--- config.mk ---
export PLATFORM = sky130hd
export DESIGN_NAME = sat_counter
export DESIGN_NICKNAME = d
export VERILOG_FILES = /design/src/rtl/sat_counter.sv
export SDC_FILE = /design/constraint.sdc
export NUM_CORES = 1
export LEC_CHECK = 0
export BUFFER_PORTS_ARGS = -buffer_cell sky130_fd_sc_hd__buf_2
export CAP_MARGIN = 20
export CORE_AREA = 2 2 39 41
export DETAILED_ROUTE_END_ITERATION = 10
export DIE_AREA = 0 0 41 43
export GPL_TIMING_DRIVEN = 0
export PLACE_DENSITY = 0.6
export SYNTH_ARGS = -nofsm -noshare
export SYNTH_HDL_FRONTEND = slang
export SYNTH_SLANG_ARGS = --single-unit
--- constraint.sdc ---
create_clock -name clk -period 1.5 [get_ports clk]
set_input_delay 0.15 -clock clk [delete_from_list [all_inputs] [get_ports clk]]
set_output_delay 0.15 -clock clk [all_outputs]
set_load 0.01 [all_outputs]
--- src/rtl/sat_counter.sv ---
// sat_counter: W-bit incrementer with enable that holds at all-ones
module sat_counter #(
  parameter int W = 8
) (
  input  logic         clk,
  input  logic         rst,
  input  logic         en,
  output logic [W-1:0] count
);
  logic [W-1:0] count_q, count_d;
  always_comb count_d = (en && count_q != '1) ? count_q + W'(1) : count_q;
  always_ff @(posedge clk) count_q <= !rst ? '0 : count_d;
  assign count = count_q;
endmodule

==> results.toml, run 1 <==
[floorplan]
dieArea_sq_um = 1760
fp.dieW_um = 41
die_h_um = 43
start_util_pct = 29.2
rows = 14
fp.coreArea_sq_um = 1380
io_pins = 11

[clocking]
hold_buffers = 0
cts_tree = "done"
cts_buffers = 3
clock_path_buffers = 2
clock_latency_ns = 0.26
clk_pin_slew_ns = 0.06
htreeDepth = 1
cts-root-buf = "clkbuf_4"
clock_sink_count = 8

[yosys]
ys_ff_latch = 8
ys_warn_count = 0
synth_fp_nets = 51
yosysSeqAreaShare_pct = 39.6
netlist_area_sq_um = 404
synth_cells = 47
syn_avg_cell_area_sq_um = 8.60
synth_cell_type_count = 22

[route]
drt_iter0_markers = 0
num_vias = 408
first_pass_iters = 1
met2_wirelength_um = 387
ant_nets = 0
drt-wirelength-per-cell_um = 11.6
via_per_inst = 5.37
wl_met3_um = 67
drt-total-wl_um = 882
wl_met1_um = 409
drc = 0
highest_layer = "met4"

[timing]
finalWorstPathRequiredPeriod_ns = 1.41
rsz0062_at_grt = "no"
finalHoldViolations = 0
clock_skew_ns = 0.00482
fin_crit_sh_pct = 93.7
slew_headroom_pct = 82.9
setup_viol = 0
slew_viol_final = 0
finalWorstSetupSlack_ns = 0.0945
fmax_mhz = 711
worst_slew_pin_slew_ns = 0.257
timing.setup.tns_ns = 0

[layout]
finalNonFillerCells = 76
final_cell_mix = "buf_2 (11), nand2_1 (6), dfxtp_1 (6)"
n_antenna_cell = 0
final_common_cell = "buf_2"
layout.nets = 66
area_delta_synth_final_pct = 24.1
largest_register_ffs = 8
drive_above_1_share_pct = 31.7
final_cell_area_sq_um = 502

[global_route]
grt_first_pass_wirelength_um = 1490
antenna_found_initial = 0
grt.total_usage_pct = 13.1
grt_pass1_vias = 348
grt_max_degree = 9
grt_overflow_total = 0

[critical_path]
crit_path_start = "count[0]$_SDFFE_PN0P_"
critPathKind = "register to register"
crit_path_end_kind = "register"
worstSetupStartpointType = "register"
required_ns = 1.66
cp_max_fo = 6
cp_data_arrival_time_ns = 1.56
regToRegStartpoint = "count[0]$_SDFFE_PN0P_"

[status]
status = "completed"

[min_path]
min_from = "rst"
hold_path_class = "input port to register"

[pwr]
leakage_nw = 0.216
peakVddDrop_mv = 0.298
power_density_nw_per_um2 = 854

[place]
place_congestion = 0.735
post-place-ws_ns = 0.0169
hpwl_um = 619
dpl_cell_area_sq_um = 474
portBuffers = 10
dpl.cell_count = 73

[run]
cap_violations = 0
-- worst max-delay path, stage by stage, from the launching register on --
cell and delay, ns:
dfxtp_2 0.36, ha_2 0.23, nand3_1 0.13, or4_1 0.40
and3_1 0.19
-- layout make-up --
cell class              instances  area, sq um
inverters                       2         7.51
flip-flops and latches          8          163
clock buffers                   3         22.5
repair buffers                 10         50.0
multi-input cells              36          234
plain buffers                   1         5.00
well taps                      16         20.0
fillers                       157          882
-- path summary, 6_finish.rpt --
check,to,slack [ns],cells after the start
worst max-delay path,count[6]$_SDFFE_PN0P_,0.09,4
worst min-delay path,count[0]$_SDFFE_PN0P_,0.20,3
worst max register to register,count[6]$_SDFFE_PN0P_,0.09,4
worst min register to register,count[1]$_SDFFE_PN0P_,0.48,2
-- repair_timing --
item / CTS / global route
pin swaps: 0 / 0
resized for setup: 1 / 2
setup buffers: 0 / 0
setup endpoints to repair: 1 / 1
-- layer usage --
metal | global-route usage [%] | up-vias
met5 | 0 | -
met4 | 6.00 | 0
met3 | 9.42 | 2
met1 | 15.8 | 190
li1 | - | 204
met2 | 16.9 | 12
-- through the flow --
stage               util (%)  power (mW)  hold slack [ns]
floorplan                  -       0.246            0.294
global placement        34.3       0.260            0.480
detailed placement      34.3       0.261            0.482
CTS                     36.1       0.435            0.203
global route            36.3       0.458            0.219
finish                  36.3       0.429            0.202
-- Yosys cell counts (all sizes together) --
master  n  area, sq um
ha      1         12.5
nand2   6         22.5
a311oi  1         8.76
a211oi  2         15.0
nor3    3         15.0
nand4   2         12.5
o21bai  2         15.0
a21boi  2         18.8
a21oi   5         25.0
o21ai   1         5.00
mux2i   2         20.0
a31oi   1         6.26
and4    2         18.8
nand2b  1         6.26
inv     2         7.51
buf     1         5.00
dfxtp   8          160
and3    2         12.5
nand3   2         10.0
or4     1         7.51
-- power breakdown --
part | switching, mW | internal (mW)
Sequential | 0.00711 | 0.219
Clock | 0.0788 | 0.0919
Combinational | 0.0173 | 0.0142
-- cells by family after synthesis --
kind of cell	synth area share, %
AND/OR/NAND/NOR	26.0
adder cells (fa/ha/maj)	3.10
AO/OA/AOI/OAI	23.2
flip-flops	39.6
buffers and inverters	3.10
multiplexers	4.95
Note: power is estimated with default switching activity, not from simulation.
==> run 2, diff against run 1 <==
--- a/config.mk
+++ b/config.mk
@@ -7,11 +7,13 @@
 export LEC_CHECK = 0
 export BUFFER_PORTS_ARGS = -buffer_cell sky130_fd_sc_hd__buf_2
 export CAP_MARGIN = 20
+export CELL_PAD_IN_SITES_DETAIL_PLACEMENT = 1
+export CELL_PAD_IN_SITES_GLOBAL_PLACEMENT = 1
 export CORE_AREA = 2 2 39 41
 export DETAILED_ROUTE_END_ITERATION = 10
 export DIE_AREA = 0 0 41 43
 export GPL_TIMING_DRIVEN = 0
-export PLACE_DENSITY = 0.6
+export PLACE_DENSITY = 0.74
 export SYNTH_ARGS = -nofsm -noshare
 export SYNTH_HDL_FRONTEND = slang
 export SYNTH_SLANG_ARGS = --single-unit
==> run 2 against run 1 <==
Net effect:
- cell area increased by 2.0%
- utilization up 0.72 points
- maximum frequency grew 1.3%
- die area unchanged
- sequential share of layout area fell by 0.63 points
- wire length grew 27%
- clock-buffer cell count stayed put
- combinational power rose by 13%
- largest cell class unchanged
- largest power group unchanged
==> results.toml, run 2 (synthesis gave the netlist of run 1 again) <==
[status]
status = "completed"

[layout]
final_cell_area_sq_um = 512
final_cell_mix = "buf_2 (11), nand2_1 (6), dfxtp_1 (6)"
final_common_cell = "buf_2"
n_antenna_cell = 0
largest_register_ffs = 8
finish.utilization_pct = 37.0
drive_above_1_share_pct = 31.7
layout.nets = 66
fill_cells = 181
area_delta_synth_final_pct = 26.6

[floorplan]
rows = 14
start_util_pct = 29.2
dieArea_sq_um = 1760
fp.coreArea_sq_um = 1380
die_h_um = 43
io_pins = 11
fp.dieW_um = 41

[critical_path]
r2r_slack_ns = 0.11
required_ns = 1.65
worstSetupStartpointType = "register"
crit_path_end_kind = "register"
cp_max_fo = 6
critPathKind = "register to register"
cp_data_arrival_time_ns = 1.54

[pwr]
peakVddDrop_mv = 0.323
power_density_nw_per_um2 = 852
p_total_mw = 0.436
leakage_nw = 0.217

[timing]
fin_crit_sh_pct = 92.5
worst_slew_pin_slew_ns = 0.249
timing.setup.tns_ns = 0
rsz0062_at_grt = "no"
finalWorstPathRequiredPeriod_ns = 1.39
setup_viol = 0
finalWorstSetupSlack_ns = 0.112
slew_viol_final = 0
fmax_mhz = 720
clock_skew_ns = 0.00291
slew_headroom_pct = 83.4
finalHoldViolations = 0

[global_route]
busiest_layer = "met2"
grt_overflow_total = 0
use_met1_pct = 20.1
grt_first_pass_wirelength_um = 1900
antenna_found_initial = 0
grt_pass1_vias = 393
grt_max_degree = 9
grt.total_usage_pct = 16.4
met2_usage_pct = 24.1
met3_usage_pct = 3.14

[route]
drc = 0
ant_nets = 0
drt-wirelength-per-cell_um = 14.8
first_pass_iters = 2
num_vias = 429
drt-total-wl_um = 1120
drt_iter0_markers = 2
via_per_inst = 5.64

[clocking]
cts_buffers = 3
post_cts_buffers = 0
cts_tree = "done"
clock_sink_count = 8
hold_buffers = 0
clock_path_buffers = 2
cts-root-buf = "clkbuf_4"
clk_pin_slew_ns = 0.06
htreeDepth = 1
clock_latency_ns = 0.26

[place]
post-place-ws_ns = -0.0101
place_congestion = 0.750
dpl_cell_area_sq_um = 474
hpwl_um = 763
portBuffers = 10

[min_path]
hold_path_class = "input port to register"

[run]
cap_violations = 0
run 2: cell counts in the layout (fill, tap and decap cells not counted):
Identical to the previous run, type by type.
run 2: worst paths after layout:
kind	startpoint	end	cells past startpoint
setup / recovery	count[0]$_SDFFE_PN0P_	count[6]$_SDFFE_PN0P_	4
setup reg to reg	count[0]$_SDFFE_PN0P_	count[6]$_SDFFE_PN0P_	4
hold / removal	rst	count[0]$_SDFFE_PN0P_	3
hold reg to reg	count[1]$_SDFFE_PN0P_	count[1]$_SDFFE_PN0P_	2
run 2: layout make-up:
| cell class | instances | area [sq um] | area share [%] |
|---|---|---|---|
| Inverter | 2 | 7.51 | 1.47 |
| Clock buffer | 3 | 22.5 | 4.40 |
| Sequential cell | 8 | 163 | 31.8 |
| Buffer | 1 | 5.00 | 0.978 |
| Timing Repair Buffer | 10 | 50.0 | 9.78 |
| Tap cell | 16 | 20.0 | 3.91 |
| Multi-Input combinational cell | 36 | 244 | 47.7 |
run 2: through the flow:
| step | std cells | hold WS, ns |
|---|---|---|
| floorplan | 47 | 0.294 |
| global placement | 73 | 0.480 |
| detailed placement | 73 | 0.487 |
| CTS | 76 | 0.200 |
| global route | 76 | 0.229 |
| finish | 76 | 0.204 |
run 2: report_power, final:
| part | switching [mW] | internal (mW) | total [mW] |
|---|---|---|---|
| logic | 0.0190 | 0.0167 | 0.0356 |
| clock network | 0.0796 | 0.0920 | 0.172 |
| registers | 0.00988 | 0.219 | 0.229 |
| total | 0.108 | 0.328 | 0.436 |
run 2: repair_timing:
action                                  in CTS  in global routing
pin swaps                                    0                  0
gates cloned                                 0                  0
gates resized for setup                      2                  2
hold endpoints to repair                     0                  0
endpoints found under the setup margin       1                  1
run 2: worst max-delay path: stages, from the launching register on:
cell     delay (ns)
dfxtp_2        0.39
ha_4           0.18
nand3_1        0.13
or4_1          0.41
and3_1         0.18
run 2: per-layer routing:
metal	wire [um]	vias up	share of wire [%]
met5	0	-	0
met4	25	0	2.2
met3	43	4	3.8
met2	574	11	51
met1	478	204	43
li1	-	210	-
